===== src/rtl/global_param.sv =====
`default_nettype none
// ============================================================================
// Module      : GLOBAL_PARAM (package)
// Description : Shared widths, bit-width helper and the AGU command record.
// Revision    : 1.0 - initial release
// ============================================================================
package GLOBAL_PARAM;

    localparam int IDX_W = 8;

    // Number of address bits needed to index 'value' entries (minimum 1).
    function automatic int bw(input int value);
        int w;
        w = 1;
        for (int i = 1; i < 32; i++) begin
            if ((1 << w) < value) w = w + 1;
        end
        return w;
    endfunction

    typedef struct packed {
        logic [1:0] mode;
        logic [7:0] idx_cnt;
        logic [7:0] trip_cnt;
        logic       is_new;
        logic [3:0] pad_code;
        logic       cut_y;
    } agu_cmd_t;

endpackage
`default_nettype wire


===== src/rtl/pe_idx_loader.sv =====
`default_nettype none
// ============================================================================
// Module      : pe_idx_loader
// Description : Loads one AGU command's index pairs into the write bank of the
//               ping-pong index RAM, then swaps banks and starts the AGU.
//               Optional length checking: define IDX_LEN_CHECK_EN.
// Revision    : 1.0 - initial release
// ============================================================================
module pe_idx_loader
    import GLOBAL_PARAM::*;
#(
    parameter int IDX_DEPTH  = 256,
    parameter int IDX_ADDR_W = bw(IDX_DEPTH)
) (
    input  logic                  clk,
    input  logic                  rst,
    input  logic                  cmd_valid,
    output logic                  cmd_ready,
    input  logic [1:0]            cmd_mode,
    input  logic [7:0]            cmd_idx_cnt,
    input  logic [7:0]            cmd_trip_cnt,
    input  logic                  cmd_is_new,
    input  logic [3:0]            cmd_pad_code,
    input  logic                  cmd_cut_y,
    input  logic                  idx_valid,
    output logic                  idx_ready,
    input  logic [IDX_W*2-1:0]    idx_data,
    input  logic                  idx_last,
    output logic [IDX_W*2-1:0]    idx_wr_data,
    output logic [IDX_ADDR_W-1:0] idx_wr_addr,
    output logic                  idx_wr_en,
    output logic                  switch_idx_buf,
    output logic                  start,
    output logic [1:0]            mode,
    output logic [7:0]            idx_cnt,
    output logic [7:0]            trip_cnt,
    output logic                  is_new,
    output logic [3:0]            pad_code,
    output logic                  cut_y,
    input  logic                  agu_done,
    output logic                  len_err
);

    typedef enum logic [2:0] {
        ST_IDLE  = 3'd0,
        ST_LOAD  = 3'd1,
        ST_WAIT  = 3'd2,
        ST_SWAP  = 3'd3,
        ST_ISSUE = 3'd4
    } state_t;

    state_t                  r_state;
    state_t                  w_state_nxt;
    agu_cmd_t                r_shadow;
    agu_cmd_t                r_fields;
    logic [7:0]              r_cnt;
    logic                    r_wr_en;
    logic [IDX_ADDR_W-1:0]   r_wr_addr;
    logic [IDX_W*2-1:0]      r_wr_data;
    logic                    w_cmd_hs;
    logic                    w_idx_hs;
    logic                    w_cnt_hit;

    assign w_cmd_hs  = cmd_valid && cmd_ready;
    assign w_idx_hs  = idx_valid && idx_ready;
    assign w_cnt_hit = (r_cnt == r_shadow.idx_cnt);

    always_ff @(posedge clk) begin
        if (rst) r_state <= ST_IDLE;
        else     r_state <= w_state_nxt;
    end

    // Handshake/pulse outputs are forced low while reset is held.
    always_comb begin
        w_state_nxt    = r_state;
        cmd_ready      = 1'b0;
        idx_ready      = 1'b0;
        switch_idx_buf = 1'b0;
        start          = 1'b0;
        if (!rst) begin
            case (r_state)
                ST_IDLE: begin
                    cmd_ready = 1'b1;
                    if (cmd_valid) w_state_nxt = ST_LOAD;
                end
                ST_LOAD: begin
                    idx_ready = 1'b1;
                    if (idx_valid && w_cnt_hit) w_state_nxt = ST_WAIT;
                end
                ST_WAIT: begin
                    if (agu_done) w_state_nxt = ST_SWAP;
                end
                ST_SWAP: begin
                    switch_idx_buf = 1'b1;
                    w_state_nxt    = ST_ISSUE;
                end
                ST_ISSUE: begin
                    start       = 1'b1;
                    w_state_nxt = ST_IDLE;
                end
                default: w_state_nxt = ST_IDLE;
            endcase
        end
    end

    always_ff @(posedge clk) begin
        if (rst) begin
            r_shadow  <= '0;
            r_fields  <= '0;
            r_cnt     <= '0;
            r_wr_en   <= 1'b0;
            r_wr_addr <= '0;
            r_wr_data <= '0;
        end else begin
            r_wr_en <= w_idx_hs;
            if (w_cmd_hs) begin
                r_shadow <= '{mode: cmd_mode, idx_cnt: cmd_idx_cnt, trip_cnt: cmd_trip_cnt,
                              is_new: cmd_is_new, pad_code: cmd_pad_code, cut_y: cmd_cut_y};
                r_cnt    <= '0;
            end
            // A 256-pair load wraps the counter back to 0; it is cleared on the next command anyway.
            if (w_idx_hs) begin
                r_wr_addr <= IDX_ADDR_W'(r_cnt);
                r_wr_data <= idx_data;
                r_cnt     <= r_cnt + 8'd1;
            end
            if (r_state == ST_SWAP) r_fields <= r_shadow;
        end
    end

    assign idx_wr_en   = r_wr_en;
    assign idx_wr_addr = r_wr_addr;
    assign idx_wr_data = r_wr_data;
    assign mode        = r_fields.mode;
    assign idx_cnt     = r_fields.idx_cnt;
    assign trip_cnt    = r_fields.trip_cnt;
    assign is_new      = r_fields.is_new;
    assign pad_code    = r_fields.pad_code;
    assign cut_y       = r_fields.cut_y;

`ifdef IDX_LEN_CHECK_EN
    logic r_len_err;

    // idx_last must coincide exactly with the counted final pair.
    always_ff @(posedge clk) begin
        if (rst)                                    r_len_err <= 1'b0;
        else if (w_idx_hs && (idx_last != w_cnt_hit)) r_len_err <= 1'b1;
    end

    assign len_err = r_len_err;
`else
    logic w_unused_idx_last;

    assign w_unused_idx_last = idx_last;
    assign len_err           = 1'b0;
`endif

endmodule
`default_nettype wire


===== config.mk =====
export PLATFORM = sky130hd
export DESIGN_NAME = pe_idx_loader
export DESIGN_NICKNAME = d
export VERILOG_FILES = /design/src/rtl/global_param.sv /design/src/rtl/pe_idx_loader.sv
export SDC_FILE = /design/constraint.sdc
export NUM_CORES = 1
export LEC_CHECK = 0
export CAP_MARGIN = 20
export CORE_AREA = 2 2 83 85
export CTS_BUF_LIST = sky130_fd_sc_hd__clkbuf_4 sky130_fd_sc_hd__clkbuf_8
export CTS_CLUSTER_SIZE = 8
export DETAILED_ROUTE_END_ITERATION = 8
export DIE_AREA = 0 0 85 87
export PLACE_DENSITY = 0.85
export RECOVER_POWER = 25
export SYNTH_ARGS = -nofsm -noshare
export SYNTH_HDL_FRONTEND = slang
export SYNTH_SLANG_ARGS = --single-unit

===== constraint.sdc =====
create_clock -name clk -period 3.7 [get_ports clk]
set_clock_uncertainty 0.1 [all_clocks]
set_input_delay 0.74 -clock clk [delete_from_list [all_inputs] [get_ports clk]]
set_output_delay 0.74 -clock clk [all_outputs]
set_load 0.005 [all_outputs]

==> results, run 1 <==
- The critical path class is reg2out.
- The core region is 6570 sq um.
- In this run the worst hold path is classified as reg2reg.
- Dividing the synthesized area by the synthesized cell count gives 8.44 sq um.
- The per-cell routed wire length is 13.1 microns.
- The number of buffers created by CTS is 9.
- The worst register-to-register path has a setup slack of 1.13 ns.
- Post-CTS timing repair inserted 0 buffers for setup.
- Summed over all cells, the static leakage comes to 1.53 nW.
- At the pin with the least slew margin, the transition time is 1.57 ns.
- The worst pin sits at a relative slew slack of -4.89%.
- For this run, the top clock speed supported by timing is 342 MHz.
- The detailed router's first-iteration violation count is 131.
- The fraction of synthesis flops using an asynchronous set or reset pin is 0%.
- The total negative slack is 0 ns.
- The post-cts gate resize count is 0.
- The max capacitance violation total is 1.
- The mean number of vias per cell is 5.10.
- Entering global routing, the biggest net connects 57 pins.
- The placed wire-length estimate after detailed placement is 4950 microns.
- Power comes to 1.90 mW.
- In this run, synthesis produced a sequential element count of 84.
- The count of unresolved DRC violations after routing is 0.
- TritonCTS built the clock tree.
- Data arrives at the worst endpoint at 2.08 ns.
- The final reports fail on capacitance limit, slew limit.
- The total power density per cell area is 437 nW/um^2.
- The root buffer cell is sky130_fd_sc_hd__clkbuf_8.
- The cell area reported after detailed placement is 4170 sq um.
- Setup repair after global routing left no endpoint under its margin.
- In the final design database the tool counted 517 nets.
- The global routing usage summed across all routing layers is 20.0%.
- The detailed-routing iteration count for the pre-antenna-repair pass is 4.
- The final period demand of the worst path is 2.92 ns.
- Clock latency on the worst-skew pair, taken at its later pin, is 0.34 ns.
- Counting cells, the worst reg-to-reg path comes to 3.
- The clock transition at the register clock pins on the worst setup and hold paths after CTS is 0.07 ns.
- The required time at the worst-slack endpoint is 2.86 ns.
- Yosys mapped a number of flops with a built-in enable equal to 0.
- The initial utilization of the core area, before any placement, comes to 50.0%.
- Leaving out fill and tap cells, the most frequent cell in the layout is sky130_fd_sc_hd__nand2_1.
- The total setup violations reported at the end of the flow is 0.
- The area growth from synthesis to layout is 32.9%.
- The number of vias in the routed layout is 2,828.
- The TritonCTS sink count is 84.
- The destination of the worst register-to-register timing path is r_shadow[11].
- In the final layout, the share of cells above drive strength 1 is 6.12%.
- The startpoint class of the critical path is a register.
- The run finished, with violations left.
- The number of pins exceeding their max-slew limit in the final report is 49.
- The final instance area is 4360 sq um.
- Counting tap cells, the placed design contains a total of 539 instances.
- Along the worst path, the maximum fanout reaches 26.
- The critical path starts at r_state[1].
- After technology mapping, the gate count stands at 389.
- The final weighted congestion in routability-driven placement is 0.771.
- The count of final hold-check violations is 0.
- The number of placement rows is 30.
- Counting every net in the synthesized netlist gives 436.
- The floorplan die area is 7400 sq um.
- IR analysis of the VDD net gives a maximum drop of 0.000277 V.
- Among all flip-flop cells after synthesis, the most frequent one is sky130_fd_sc_hd__dfxtp_1.
- The final antenna-violating net count is 0.
- Excluding fillers, the count of instances in the completed layout stands at 554.
- The number of fill cells in the layout is 584.
- Buffers inserted to repair hold after CTS numbered 0.
- From left edge to right edge, the die measures 85 microns.
- The number of antenna violations at the first check in global routing was 0.
- Measured on the finished design, the core utilization comes to 66.4%.
- The critical path endpoint category is an output pin.
- 0 antenna diodes ended up in the layout.
- The count of synthesis-stage warnings from yosys is 0.
- Counting distinct cell types in the post-synthesis netlist gives 37.
- The number of ports placed on the die boundary is 100.
- Counting along the longest clock path gives a buffer depth of 2.
- The clock tree synthesis step divided the H-tree into 3 levels.
- The final wirelength is 7280 microns.
- Measured along the y axis, the die boundary spans 87 microns.
- The first global-routing pass estimated 11,900 microns of wire.
- The share of the yosys chip area belonging to registers is 51.2%.
- The endpoint of the worst setup timing path is switch_idx_buf.
- The start of the worst register-to-register path is r_state[2].
- The count of input and output buffers is 97.
- The number of global-route vias before repair is 2,615.
- The leftover overflow at the end of global routing is 0.
- The final period utilization is 79.0%.
- The post-synthesis instance area is 3280 sq um.
- The library cells used most frequently in the layout, excluding fill and tap cells, are 142 x sky130_fd_sc_hd__nand2_1, 87 x sky130_fd_sc_hd__clkdlybuf4s50_1, 84 x sky130_fd_sc_hd__dfxtp_1.
## flip-flops by register name, indices dropped and copies added (netlist names)
| register | flops |
|---|---|
| cut_y | 1 |
| idx_cnt | 8 |
| idx_wr_addr | 8 |
| idx_wr_data | 16 |
| idx_wr_en | 1 |
| is_new | 1 |
| mode | 2 |
| pad_code | 4 |
| r_cnt | 8 |
| r_shadow | 24 |
| r_state | 3 |
| trip_cnt | 8 |
## worst min path at each step
stage,to,cells past startpoint,startpoint
floorplan,cut_y,2,r_shadow[0]
global placement,trip_cnt[2],2,r_shadow[8]
detailed placement,trip_cnt[7],2,r_shadow[13]
CTS,trip_cnt[0],2,r_shadow[6]
global route,idx_cnt[2],2,idx_cnt[2]
finish,idx_wr_data[12],2,idx_wr_data[12]
## power by group
part / switching (mW) / total, mW / internal [mW] / leakage (nW)
Clock: 0.303 / 0.764 / 0.461 / 0.122
Combinational: 0.0807 / 0.173 / 0.0925 / 0.727
Sequential: 0.0254 / 0.967 / 0.941 / 0.683
## layer usage
metal	vias up	routed length, microns	global-route usage [%]
met5	-	0	0
met4	0	98	6.64
met3	9	495	6.54
met2	80	3520	35.0
met1	1300	3160	23.2
li1	1439	-	-
## logic make-up after synthesis
| logic type | Yosys count | synth area share [%] |
|---|---|---|
| AND/OR/NAND/NOR | 169 | 21.7 |
| AO/OA/AOI/OAI | 91 | 17.2 |
| flip-flops | 84 | 51.2 |
| buffers and inverters | 32 | 6.37 |
| XOR/XNOR | 8 | 2.14 |
| multiplexers | 3 | 0.915 |
| adder cells (fa/ha/maj) | 1 | 0.381 |
| other | 1 | 0.114 |
## Yosys cell counts (all sizes together) (2+ instances only)
cell type / instances / area (sq um)
a21oi: 31 / 163
a211oi: 4 / 40.0
o2111ai: 2 / 17.5
and2: 5 / 36.3
and3: 2 / 12.5
nand3: 6 / 30.0
xor2: 2 / 17.5
a22oi: 2 / 15.0
o21ai: 48 / 293
dfxtp: 84 / 1680
xnor2: 6 / 52.6
nor2: 7 / 26.3
mux2i: 3 / 30.0
o41ai: 2 / 17.5
clkbuf: 12 / 46.3
nand4: 2 / 12.5
nand2: 142 / 533
buf: 18 / 155
nor4: 2 / 27.5
inv: 2 / 7.51
## stage by stage
| stage | hold WS [ns] | setup WS (ns) |
|---|---|---|
| floorplan | 0.332 | 1.57 |
| detailed placement | 0.348 | 0.952 |
| global route | 0.370 | 0.643 |
| CTS | 0.355 | 0.801 |
| finish | 0.355 | 0.776 |
| global placement | 0.336 | 0.970 |
## critical path, cell delays in order, from the launching register on
cell                              delay (ns)
sky130_fd_sc_hd__dfxtp_1                0.47
sky130_fd_sc_hd__nor2b_1                0.29
sky130_fd_sc_hd__nand2_1                0.08
sky130_fd_sc_hd__buf_4                  0.24
sky130_fd_sc_hd__nor2_1                 0.14
sky130_fd_sc_hd__clkdlybuf4s50_1        0.53
## area by class of cell
type	count	area, sq um	area share [%]
clock inverter	5	100	2.30
inverter	2	7.51	0.172
tap	80	100	2.30
timing repair buffer	100	988	22.7
sequential	84	1680	38.6
multi-input combinational	273	1350	30.8
clock buffer	10	138	3.16
No activity file was read; power rests on OpenSTA's default activity.
==> run 2: changes to the inputs <==
CORE_AREA = 2 2 86 88   (was 2 2 83 85)
DIE_AREA = 0 0 88 90   (was 0 0 85 87)
PLACE_DENSITY = 0.79   (was 0.85)
clock period = 2.8 ns   (was 3.7 ns; I/O delays follow)
==> run 2 against run 1 <==
  * The flow now finishes without violations
  * Design area grew 0.69%
  * Sequential cell count did not move
  * Clock power is 12% higher
  * Final cell count is 4.2% higher
  * Sequential power rose by 32%
  * Count of clock-buffer cells in the layout is 2 higher
  * Critical path depth fell by 3
  * Largest cell class unchanged
  * Largest power group unchanged
  * Highest routed layer unchanged
==> results, run 2 (synthesized netlist as in run 1, its figures left out) <==
- The register with the most flip-flops is r_shadow.
- In the layout the commonest cells are 142 x sky130_fd_sc_hd__nand2_1, 95 x sky130_fd_sc_hd__clkdlybuf4s50_1, 84 x sky130_fd_sc_hd__dfxtp_1.
- The die span in x is 88 microns.
- In the final layout, the multi-input gates occupy 1370 sq um.
- After global routing the overflow that remains totals 0.
- The longest clock path from root to sink contains 2 buffers.
- In the final timing run, aggregate negative setup slack is 0 ns.
- The layout has 645 filler cells.
- The worst stage delay on the critical path is 0.62 ns.
- The critical path endpoint category is an output pin.
- The count of unresolved DRC violations after routing is 0.
- Across the whole layout, storage elements account for 1680 sq um.
- The clock drives 84 sinks.
- Headroom to the max-slew limit came out at 28.2%.
- The root buffer cell is sky130_fd_sc_hd__clkbuf_8.
- The number of ports placed on the die boundary is 100.
- The quantity of hold-fixing buffers added after cts is 0.
- The initial core utilization is 46.7%.
- Dividing the detail-routed wire length by the instance count gives 12.4 microns.
- Once detail routing completed, the nets flagged for antenna violations numbered 0.
- In this run the cell area measured after placement is 4220 sq um.
- The required time at the worst-slack endpoint is 2.14 ns.
- After clock tree synthesis, the setup repair step added 0 buffers.
- The flip-flop count of the largest register, all copies and words added is 24.
- The CTS tree is yes.
- 0 antenna diodes ended up in the layout.
- The clock transition at the register clock pins on the worst setup and hold paths after CTS is 0.08 ns.
- The total setup violations reported at the end of the flow is 0.
- After detailed routing, the number of vias per cell comes to 4.83.
- Among all stages on the critical path, the largest delay is contributed by sky130_fd_sc_hd__clkdlybuf4s50_1.
- The run finished with clean final reports.
- For this design the static power due to leakage is 1.52 nW.
- After the first detailed-routing iteration, the DRC count stood at 110.
- The post-cts gate resize count is 0.
- The die is 90 microns tall.
- At the pin with the least slew margin, the transition time is 1.08 ns.
- The final period demand of the worst path is 2.57 ns.
- The worst path meets setup with 0.231 ns of slack.
- The critical path in this run is classified as reg2out.
- In this design, the largest share of critical-path delay is due to buffers and inverters.
- The clock tree synthesis step divided the H-tree into 3 levels.
- The final instance area is 4390 sq um.
- Prior to clock tree synthesis, the placed netlist has a worst setup slack of 0.539 ns.
- The number of placement rows is 31.
- Detailed routing inserted a total of 2,789 vias.
- The placed wire-length estimate after detailed placement is 4850 microns.
- After detailed routing, the total wire length is 7150 microns.
- The largest net degree at the start of global routing is 49.
- TritonCTS created 9 clock buffers.
- The highest attainable clock frequency is 389 MHz.
- The count of final hold-check violations is 0.
- The first global-routing pass estimated 11,900 microns of wire.
- The endpoint arrival time on the critical path is 1.91 ns.
- The sum of buffers and inverters on the critical path is 1.
- Walking the worst path, the cells encountered are nor4_1 -> clkdlybuf4s50_1.
- In the final layout, the share of cells above drive strength 1 is 8.79%.
- The number of pins exceeding their max-slew limit in the final report is 0.
- The area growth from synthesis to layout is 33.8%.
- The floorplan die area is 7920 sq um.
- The tool flagged a number of max-cap violations equal to 0.
- The number of nets in the layout is 520.
- The final weighted congestion in routability-driven placement is 0.811.
- The core region is 7020 sq um.
- Measured on the finished design, the core utilization comes to 62.5%.
- The worst-skew pair later-pin latency is 0.35 ns.
- The detailed-routing iteration count for the pre-antenna-repair pass is 4.
- Dividing the final minimum period by the clock period gives 91.8%.
- The startpoint class of the critical path is a register.
- In this run the worst path has a maximum fanout of 4.
- The number of global-route vias before repair was 2,712.
- In this run the worst hold path is classified as reg2reg.
- The number of antenna violations at the first check in global routing is 0.
- The commonest non-fill, non-tap cell in the layout is sky130_fd_sc_hd__nand2_1.
- For this design the ratio of total power to cell area is 541 nW/um^2.
- The count of input and output buffers is 97.
- Setup repair after global routing left no endpoint under its margin.
- Across the VDD grid, the largest voltage drop is 0.000330 V.
- Across every metal layer, demand over resource in global routing totals 18.8%.
run 2: power breakdown:
part / total [mW] / switching (mW) / internal (mW)
logic: 0.238 / 0.110 / 0.128
registers: 1.28 / 0.0330 / 1.24
clock network: 0.859 / 0.404 / 0.455
run 2: worst reg2reg max path: cells and delay by family, from the launching register on:
family	cells	cell delay, ns
compound gates	1	0.22
flops	1	0.36
simple gates	2	1.45
run 2: worst paths after layout:
| check | end | start | slack [ns] | cells after the start |
|---|---|---|---|---|
| max reg2reg | r_shadow[2] | r_state[1] | 0.52 | 3 |
| min reg2reg | trip_cnt[3] | r_shadow[9] | 0.35 | 2 |
| min | trip_cnt[3] | r_shadow[9] | 0.35 | 2 |
| max | cmd_ready | r_state[1] | 0.23 | 2 |
run 2: routing by layer:
metal	track usage [%]	vias to the layer above	part of all wire, %
met5	0	-	0
met4	8.21	0	1.9
met3	5.23	12	6.7
met2	30.5	89	48
met1	22.9	1234	43
li1	-	1454	-
run 2: layout make-up:
| type | count | area share [%] |
|---|---|---|
| Inverter | 2 | 0.171 |
| Multi-Input combinational cell | 273 | 31.2 |
| Clock buffer | 12 | 3.48 |
| Tap cell | 99 | 2.82 |
| Clock inverter | 4 | 1.11 |
| Sequential cell | 84 | 38.3 |
| Timing Repair Buffer | 103 | 22.9 |
run 2: per-stage QoR:
stage	hold slack, ns	instances	total power [mW]
after global placement	0.337	561	1.54
after floorplan	0.332	389	1.44
final	0.349	577	2.37
after global routing	0.377	577	2.48
after CTS	0.355	577	2.41
after detailed placement	0.346	561	1.55
==> run 3: changes to the inputs <==
GPL_ROUTABILITY_DRIVEN = 0   (was unset)
==> results of run 3 <==
No change in the layout: final DEF, timing and power equal those of run 2.
